[src/rtl/cell_pkg.sv]
// Shared definitions for the cell arbiter: default widths and the arbitration FSM encoding.
// Latency: none, definitions only.
// Backpressure: not applicable.
package cell_pkg;

    localparam int DEF_MSB  = 31;
    localparam int DEF_NREQ = 4;

    typedef enum logic [0:0] {
        ARB      = 1'b0,
        CFG_FAIR = 1'b1
    } arb_state_e;

endpackage

[src/rtl/cell_arbiter_if.sv]
// Requester, config and response bundle between the clients and the cell arbiter.
// Latency: none, wiring only.
// Backpressure: req_ready/cfg_ready come back from the arbiter; responses cannot be stalled.
interface cell_arbiter_if
    import cell_pkg::*;
#(
    parameter int MSB  = DEF_MSB,
    parameter int NREQ = DEF_NREQ
) ();

    logic [NREQ*(MSB+1)-1:0] req_data;
    logic [NREQ-1:0]         req_valid;
    logic [NREQ-1:0]         req_ready;
    logic [MSB:0]            cfg_param;
    logic                    cfg_valid;
    logic                    cfg_ready;
    logic [MSB:0]            resp_data;
    logic [NREQ-1:0]         resp_valid;

    modport master (
        output req_data, req_valid, cfg_param, cfg_valid,
        input  req_ready, cfg_ready, resp_data, resp_valid
    );

    modport slave (
        input  req_data, req_valid, cfg_param, cfg_valid,
        output req_ready, cfg_ready, resp_data, resp_valid
    );

endinterface

[src/rtl/rr_arbiter.sv]
// Round-robin pick: first set request strictly after ptr, wrapping, as a one-hot grant.
// Latency: combinational.
// Backpressure: none; an all-zero request vector yields an all-zero grant.
module rr_arbiter #(
    parameter int NREQ = 4,
    parameter int PW   = (NREQ > 1) ? $clog2(NREQ) : 1
) (
    input  logic [NREQ-1:0] req,
    input  logic [PW-1:0]   ptr,
    output logic [NREQ-1:0] grant
);

    logic          found;
    logic [PW-1:0] idx;

    always_comb begin
        grant = '0;
        found = 1'b0;
        idx   = '0;
        // k = NREQ lands back on ptr itself, so the last winner gets lowest priority
        for (int k = 1; k <= NREQ; k++) begin
            idx = PW'((int'(ptr) + k) % NREQ);
            if (!found && req[idx]) begin
                grant[idx] = 1'b1;
                found      = 1'b1;
            end
        end
    end

endmodule

[src/rtl/cell_arbiter.sv]
// Shares one compute cell between NREQ data requesters and a config port, one op per cycle.
// Latency: issue 1 cycle after handshake, resp_valid 3 cycles after handshake.
// Backpressure: combinational ready per cycle; config yields to pending data after every accept.
module cell_arbiter
    import cell_pkg::*;
#(
    parameter int MSB  = DEF_MSB,
    parameter int NREQ = DEF_NREQ
) (
    input  logic          clk,
    input  logic          rst_n,
    cell_arbiter_if.slave bus,
    output logic [MSB:0]  cell_data,
    output logic          cell_data_en,
    output logic [MSB:0]  cell_param,
    output logic          cell_param_en,
    input  logic [MSB:0]  cell_data_out,
    input  logic          cell_data_en_out,
    output logic          err
);

    localparam int W  = MSB + 1;
    localparam int PW = (NREQ > 1) ? $clog2(NREQ) : 1;

    arb_state_e      state, state_nxt;
    logic [PW-1:0]   rr_ptr;
    logic [NREQ-1:0] grant;
    logic [NREQ-1:0] req_ready_c;
    logic            cfg_ready_c;
    logic            data_fire;
    logic            cfg_fire;
    logic [PW-1:0]   grant_idx;
    logic [MSB:0]    grant_word;
    logic [PW-1:0]   issue_idx;
    logic [PW-1:0]   tag;
    logic            tag_valid;

    rr_arbiter #(
        .NREQ (NREQ),
        .PW   (PW)
    ) u_rr (
        .req   (bus.req_valid),
        .ptr   (rr_ptr),
        .grant (grant)
    );

    always_comb begin
        state_nxt   = ARB;
        cfg_ready_c = 1'b0;
        req_ready_c = '0;
        case (state)
            ARB: begin
                if (bus.cfg_valid) begin
                    cfg_ready_c = 1'b1;
                    state_nxt   = CFG_FAIR;
                end else begin
                    req_ready_c = grant;
                end
            end
            CFG_FAIR: begin
                req_ready_c = grant;
                state_nxt   = ARB;
            end
            default: state_nxt = ARB;
        endcase
    end

    // Readies are combinational, so they are forced low while reset is held
    assign bus.req_ready = req_ready_c & {NREQ{rst_n}};
    assign bus.cfg_ready = cfg_ready_c & rst_n;
    assign data_fire     = |bus.req_ready;
    assign cfg_fire      = bus.cfg_ready;

    always_comb begin
        grant_idx  = '0;
        grant_word = '0;
        for (int i = 0; i < NREQ; i++) begin
            if (grant[i]) begin
                grant_idx  = PW'(i);
                grant_word = bus.req_data[i*W +: W];
            end
        end
    end

    always_ff @(posedge clk or negedge rst_n) begin
        if (!rst_n) begin
            state         <= ARB;
            rr_ptr        <= PW'(NREQ - 1);
            cell_data     <= '0;
            cell_data_en  <= 1'b0;
            cell_param    <= '0;
            cell_param_en <= 1'b0;
            issue_idx     <= '0;
        end else begin
            state         <= state_nxt;
            cell_data_en  <= data_fire;
            cell_param_en <= cfg_fire;
            if (data_fire) begin
                rr_ptr    <= grant_idx;
                cell_data <= grant_word;
                issue_idx <= grant_idx;
            end
            if (cfg_fire) begin
                cell_param <= bus.cfg_param;
            end
        end
    end

    // Tag lines up with the cell's one-cycle compute delay
    always_ff @(posedge clk or negedge rst_n) begin
        if (!rst_n) begin
            tag_valid      <= 1'b0;
            tag            <= '0;
            bus.resp_data  <= '0;
            bus.resp_valid <= '0;
            err            <= 1'b0;
        end else begin
            tag_valid <= cell_data_en;
            tag       <= issue_idx;
            if (cell_data_en_out && tag_valid) begin
                bus.resp_data  <= cell_data_out;
                bus.resp_valid <= NREQ'(1) << tag;
            end else begin
                bus.resp_valid <= '0;
            end
            if (cell_data_en_out != tag_valid) begin
                err <= 1'b1;
            end
        end
    end

endmodule

[src/flat_wrapper.sv]
// flat-port wrapper written by rule: the top's interface ports become plain ports
module cell_arbiter_flat import cell_pkg::*;
#(
    parameter int MSB  = DEF_MSB,
    parameter int NREQ = DEF_NREQ
)
  (clk, rst_n, cell_data, cell_data_en, cell_param, cell_param_en, cell_data_out, cell_data_en_out, err, bus_req_data, bus_req_valid, bus_cfg_param, bus_cfg_valid, bus_req_ready, bus_cfg_ready, bus_resp_data, bus_resp_valid);
  cell_arbiter_if #(.MSB(MSB), .NREQ(NREQ)) bus_i ();
  input  logic clk;
  input  logic rst_n;
  output logic [MSB:0] cell_data;
  output logic cell_data_en;
  output logic [MSB:0] cell_param;
  output logic cell_param_en;
  input  logic [MSB:0] cell_data_out;
  input  logic cell_data_en_out;
  output logic err;
  input wire logic [$bits(bus_i.req_data)-1:0] bus_req_data;
  input wire logic [$bits(bus_i.req_valid)-1:0] bus_req_valid;
  input wire logic [$bits(bus_i.cfg_param)-1:0] bus_cfg_param;
  input wire logic [$bits(bus_i.cfg_valid)-1:0] bus_cfg_valid;
  output wire logic [$bits(bus_i.req_ready)-1:0] bus_req_ready;
  output wire logic [$bits(bus_i.cfg_ready)-1:0] bus_cfg_ready;
  output wire logic [$bits(bus_i.resp_data)-1:0] bus_resp_data;
  output wire logic [$bits(bus_i.resp_valid)-1:0] bus_resp_valid;
  assign bus_i.req_data = bus_req_data;
  assign bus_i.req_valid = bus_req_valid;
  assign bus_i.cfg_param = bus_cfg_param;
  assign bus_i.cfg_valid = bus_cfg_valid;
  assign bus_req_ready = bus_i.req_ready;
  assign bus_cfg_ready = bus_i.cfg_ready;
  assign bus_resp_data = bus_i.resp_data;
  assign bus_resp_valid = bus_i.resp_valid;
  cell_arbiter #(.MSB(MSB), .NREQ(NREQ)) u_core (.clk(clk), .rst_n(rst_n), .bus(bus_i), .cell_data(cell_data), .cell_data_en(cell_data_en), .cell_param(cell_param), .cell_param_en(cell_param_en), .cell_data_out(cell_data_out), .cell_data_en_out(cell_data_en_out), .err(err));
endmodule
[config.mk]
export PLATFORM = sky130hd
export DESIGN_NAME = cell_arbiter_flat
export DESIGN_NICKNAME = d
export VERILOG_FILES = /design/src/rtl/cell_pkg.sv /design/src/rtl/cell_arbiter_if.sv /design/src/rtl/rr_arbiter.sv /design/src/rtl/cell_arbiter.sv /design/src/flat_wrapper.sv
export SDC_FILE = /design/constraint.sdc
export NUM_CORES = 1
export LEC_CHECK = 0
export ABC_AREA = 1
export CAP_MARGIN = 20
export CORE_ASPECT_RATIO = 2
export CORE_MARGIN = 2
export CORE_UTILIZATION = 31
export CTS_BUF_LIST = sky130_fd_sc_hd__clkbuf_4
export CTS_CLUSTER_DIAMETER = 120
export DETAILED_ROUTE_END_ITERATION = 16
export PLACE_DENSITY = 0.75
export SYNTH_ARGS = -nofsm -noshare
export SYNTH_HDL_FRONTEND = slang
export SYNTH_SLANG_ARGS = --single-unit
export TNS_END_PERCENT = 30
[constraint.sdc]
create_clock -name clk -period 3.9 [get_ports clk]
set_input_delay 0.39 -clock clk [delete_from_list [all_inputs] [get_ports clk]]
set_output_delay 0.39 -clock clk [all_outputs]
set_load 0.02 [all_outputs]
==> flow_summary.ini <==
[pwr]
p_switching_w = 0.00378
p_leak_nw = 4.49
p_per_area_mw_per_mm2 = 815
p_sw_share_pct = 50.7
pwr-share-clk_pct = 7.7
comb_power_share_pct = 67.8
p_int_w = 0.00368
p_seq_share_pct = 24.5
vdd_ir_drop_max_mv = 0.823

[clock_tree]
numCtsBuffers = 9
clock-sinks = 111
clkLatencyLatePin_ns = 0.49
cts_setup_buffers = 0
htreeDepth = 3
cts_tree = yes
cts_root_buf = clkbuf_4
clockBufferDepth = 2
cts_hold_buf = 0
path_clk_slew_ns = 0.18

[logic_synthesis]
synthesis.instances = 781
muxShareOfSynthArea_pct = 0
synth-seq-cells = 111
synthDistinctLibCells = 25
synth-compound-area-share_pct = 3.08
syn-num-nets = 990
syn_area_mm2 = 0.00572
synth_fa_ha_area_share_pct = 1.97
synth_top_family_by_area = simple AND/OR/NAND/NOR gates
synth_xor_area_share_pct = 0
synthSimpleGateAreaFrac_pct = 41.1
ys_seq_area_share_pct = 48.6
synth-warning-count = 0
syn_avg_cell_area_um2 = 7.33

[layout]
drive_gt1_share_pct = 4.46
area_delta_synth_final_pct = 59.9
final_cell_mix = nand2_1, clkdlybuf4s50_1, dfrtp_1, nand3_1, nor2_1
final_common_cell = nand2_1
final_nets = 1280
fin_util_pct = 50.2

[sta]
finalCritPeriodShare_pct = 91.4
period_needed_ns = 3.56
slew_headroom_pct = 48.9
clock_skew_ns = 0.0137
grt_setup_unrepaired = no
slew_viol_final = 0
fin_setup_tns_ns = 0
hold_viol = 0
fmax_mhz = 281
worst_pin_slew_ns = 0.766
setup_viol = 0

[floorplanning]
pin_count = 308
fp.dieH_um = 196
rows = 70
fp.dieW_um = 100
dieArea_mm2 = 0.0196
core_mm2 = 0.0182
initial_core_util_pct = 31.4

[global_route]
grt_pass1_vias = 6040
antenna_found_initial = 3
grt-ovfl-total = 0
grt_max_degree = 68
grtUsageTotal_pct = 21.6
grt_pass1_wl_um = 32800

[critical_path]
cp_cell_sequence = inv_4 -> ha_1 -> inv_1 -> nand3_2 -> nand2_4 -> nand2_4 -> nor2_4 -> nand2_1 -> nand3_1 -> nand2_1 -> inv_1 -> clkdlybuf4s50_1
cp_max_fo = 12
worst-r2r-cell-count = 15
cp-start-kind = register
cpPeakStageDelay_ns = 0.72
crit_type = register to primary output
worstPathArrival_ns = 3.17
required_ns = 3.51
endpoint_kind = primary output
crit_path_top_delay_cell = dfstp_2

[route]
via_count = 6075
routed_wl_um = 21600
drt_iter0_markers = 300
drt_pass1_iterations = 5
wl_per_cell_um = 16.6
drc_errors = 0
viasPerCell = 4.69
ant_nets = 0

[hold_path]
hp-class = input port to asynchronous set/reset pin

[run_status]
status = completed

[placed_design]
port_buffers = 307
place.gp.congestion = 0.898
hpwl_um = 16100

[flow_run]
maxCapViolations = 0
## area by class of cell
class                           instances  area [um2]
Clock inverter                          7        65.1
Antenna cell                            3        7.51
Inverter                               27         104
Multi-Input combinational cell        601        2640
Clock buffer                            9        67.6
Timing Repair Buffer                  321        3220
Tap cell                              216         270
Sequential cell                       111        2780
Fill cell                            1782        9070
## critical path: cells and delay by family (launching register included)
| family | cells | cell delay (ns) |
|---|---|---|
| fa+ha+maj | 1 | 0.35 |
| flops | 1 | 0.72 |
| buf+inv | 4 | 0.87 |
| simple gates | 7 | 0.73 |
## flip-flops by register name, indices dropped and copies added (netlist names)
name,count
u_core.tag,2
u_core.bus.resp_data,32
u_core.err,1
u_core.cell_data_en,1
u_core.cell_param_en,1
u_core.cell_param,32
u_core.cell_data,32
u_core.tag_valid,1
u_core.rr_ptr,2
u_core.bus.resp_valid,4
u_core.issue_idx,2
u_core.state,1
## cells in the mapped netlist (all sizes together)
cell	instances	area (um2)
clkinv	2	7.51
nand2	363	1380
nand3	87	460
buf	18	110
dfstp	2	52.6
or2	1	6.26
a31oi	1	6.26
nor3	4	20.0
and2	32	200
o21ai	2	10.0
a21oi	32	160
ha	9	113
clkbuf	24	90.1
dfrtp	109	2730
nor2	70	280
inv	25	96.4
## metrics by stage
stage	instances	setup WS, ns	hold WS [ns]	total power [W]	area (um2)
2_1_floorplan	781	1.44	0.0944	0.00503	5720
3_3_place_gp	1275	0.720	0.359	0.00678	8980
3_5_place_dp	1275	0.628	0.361	0.00687	8980
4_1_cts	1291	0.163	0.0445	0.00746	9110
5_1_grt	1295	0.143	0.0709	0.00809	9150
6_report	1295	0.336	0.0520	0.00746	9150
## metal layers
layer / track usage (%) / vias to the layer above / share of wire [%]
li1: - / 3009 / -
met1: 25.3 / 2771 / 39
met3: 3.14 / 49 / 4.9
met2: 37.8 / 246 / 51
met5: 0 / - / 0
met4: 11.0 / 0 / 4.2
## logic make-up after synthesis
group,count (synthesis)
compound gates,35
fa+ha+maj,9
buf+inv,69
flops,111
simple gates,557
## repair_timing
action                     4_1_cts  5_1_grt
hold endpoints to repair         0        0
setup endpoints to repair        0        3
resized for setup                0        3
## power by group through the flow
stage                     combinational, W  sequential, W  clock (W)
final                              0.00506        0.00183   0.000572
after CTS                          0.00503        0.00183   0.000606
after detailed placement           0.00502        0.00185          0
after floorplan                    0.00277        0.00226          0
after global routing               0.00557        0.00188   0.000642
after global placement             0.00495        0.00184          0
## worst paths after layout
check	from	end	slack [ns]
worst max-delay path	u_core.rr_ptr[0]	bus_req_ready[0]	0.34
min in group clk	cell_data_out[21]	u_core.bus.resp_data[21]	0.40
max in group asynchronous	rst_n	u_core.bus.resp_data[9]	2.60
worst min register to register	u_core.issue_idx[1]	u_core.tag[1]	0.41
worst min-delay path	rst_n	u_core.tag[0]	0.05
worst max register to register	u_core.rr_ptr[1]	u_core.cell_data[9]	0.78
No activity file was read; power rests on OpenSTA's default activity.
==> patch, RTL diff (config.mk and constraints unchanged) <==
`DEF_MSB`: 31 -> 62.
--- a/src/rtl/cell_pkg.sv
+++ b/src/rtl/cell_pkg.sv
@@ -3,7 +3,7 @@
 // Backpressure: not applicable.
 package cell_pkg;
 
-    localparam int DEF_MSB  = 31;
+    localparam int DEF_MSB  = 62;
     localparam int DEF_NREQ = 4;
 
     typedef enum logic [0:0] {
Interface: changed (6 resized); port bits go from 308 to 587. The function was not compared with the original's and may differ.
==> patch against the unedited design <==
Cell count is 90% higher; design area is 90% higher; area after synthesis is 84% higher; critical path depth stayed put; synthesized cell count is 81% higher; setup slack worse by 70 ps; sequential cell count is 93 higher; routed wire length is 99% higher; power is 96% higher; non-clock buffer count is 288 higher; largest power group unchanged; highest routed layer is now met5.
==> patch: results <==
<?xml version="1.0" encoding="UTF-8"?>
<metrics>
  <group name="global_route">
    <metric name="use_met1" unit="">0.2383</metric>
    <metric name="global_routing_usage_on_met3" unit="">0.05909</metric>
    <metric name="grt_pass1_vias" unit="">11908</metric>
    <metric name="grt_max_degree" unit="">119</metric>
  </group>
  <group name="worst_setup_path">
    <metric name="cp.arrival" unit="ps">3240</metric>
    <metric name="critPathMaxStageDelay" unit="ps">610</metric>
    <metric name="worstReg2RegEnd" unit="">u_core.cell_data[0]</metric>
    <metric name="worst_r2r_path_depth" unit="">16</metric>
  </group>
  <group name="route">
    <metric name="detail_route.vias_per_cell" unit="">4.794</metric>
    <metric name="postRouteWirelength" unit="µm">42810</metric>
    <metric name="violation_count_after_the_first_detailed_routing_iteration" unit="">627</metric>
  </group>
  <group name="power">
    <metric name="power_leakage" unit="µW">0.008223</metric>
    <metric name="cellInternalPower" unit="µW">7320</metric>
    <metric name="irDropWorstVdd" unit="µV">805.3</metric>
  </group>
  <group name="cells_and_area">
    <metric name="seq_share" unit="">0.2944</metric>
    <metric name="nNonClkInverters" unit="">23</metric>
    <metric name="clock_tree_area_fraction" unit="">0.03310</metric>
    <metric name="buffers" unit="">609</metric>
    <metric name="area.growth.synth_to_final" unit="%">64.91</metric>
  </group>
  <group name="placed_design">
    <metric name="placement.io_buffers" unit="">586</metric>
    <metric name="gp_congestion" unit="">0.9793</metric>
    <metric name="post-dp-hpwl" unit="µm">32450</metric>
    <metric name="detailedPlace.worstSlack" unit="ps">346.6</metric>
  </group>
  <group name="synthesis">
    <metric name="synth_sequential_area_ratio" unit="">0.4854</metric>
    <metric name="yosys-top-cells-count" unit="">sky130_fd_sc_hd__nand2_1 (666), sky130_fd_sc_hd__dfrtp_1 (202), sky130_fd_sc_hd__nand3_1 (143)</metric>
    <metric name="synth_fp_nets" unit="">1812</metric>
  </group>
  <group name="cts">
    <metric name="insertion_delay" unit="ps">660</metric>
    <metric name="clock_slew_at_reported_path_ffs" unit="ps">80</metric>
    <metric name="cts_buf_count" unit="">48</metric>
    <metric name="cts.path.max_buffers" unit="">3</metric>
  </group>
  <group name="outcome">
    <metric name="status" unit="">finished, final reports clean</metric>
  </group>
  <group name="timing">
    <metric name="worst_slew_pin_slew" unit="ps">904.2</metric>
    <metric name="hold-worst-slack" unit="ps">236.6</metric>
    <metric name="layout_worst_path_cycle_share" unit="">0.9319</metric>
  </group>
</metrics>
## patch: worst max-delay path: cells and delay by family (launching register included)
family | cells | cell delay, ps
adders and majority gates | 1 | 370
buffers and inverters | 4 | 580
DFF | 1 | 610
and+or+nand+nor | 7 | 1010
## patch: per-layer routing
metal  share of wire  vias to the layer above
li1                -                     5644
met1            0.34                     5400
met2            0.50                      636
met3           0.086                      141
met4           0.068                        2
met5         0.00019                        -
## patch: timing repair
action | CTS | global route
hold buffers | 1 | 0
gates resized for setup | 4 | 3
endpoints found under the setup margin | 3 | 2
hold endpoints to repair | 55 | 0
pin swaps | 1 | 1
setup buffers | 1 | 0
## patch: logic make-up (layout without fill, tap and decap cells)
kind of cell,count (synthesis),in the layout,synth area share
other,0,11,0
AOI/OAI and AO/OA,130,130,0.06231
and+or+nand+nor,959,959,0.3911
buffers and inverters,115,717,0.05042
DFF,204,204,0.4854
adders and majority gates,9,9,0.01070
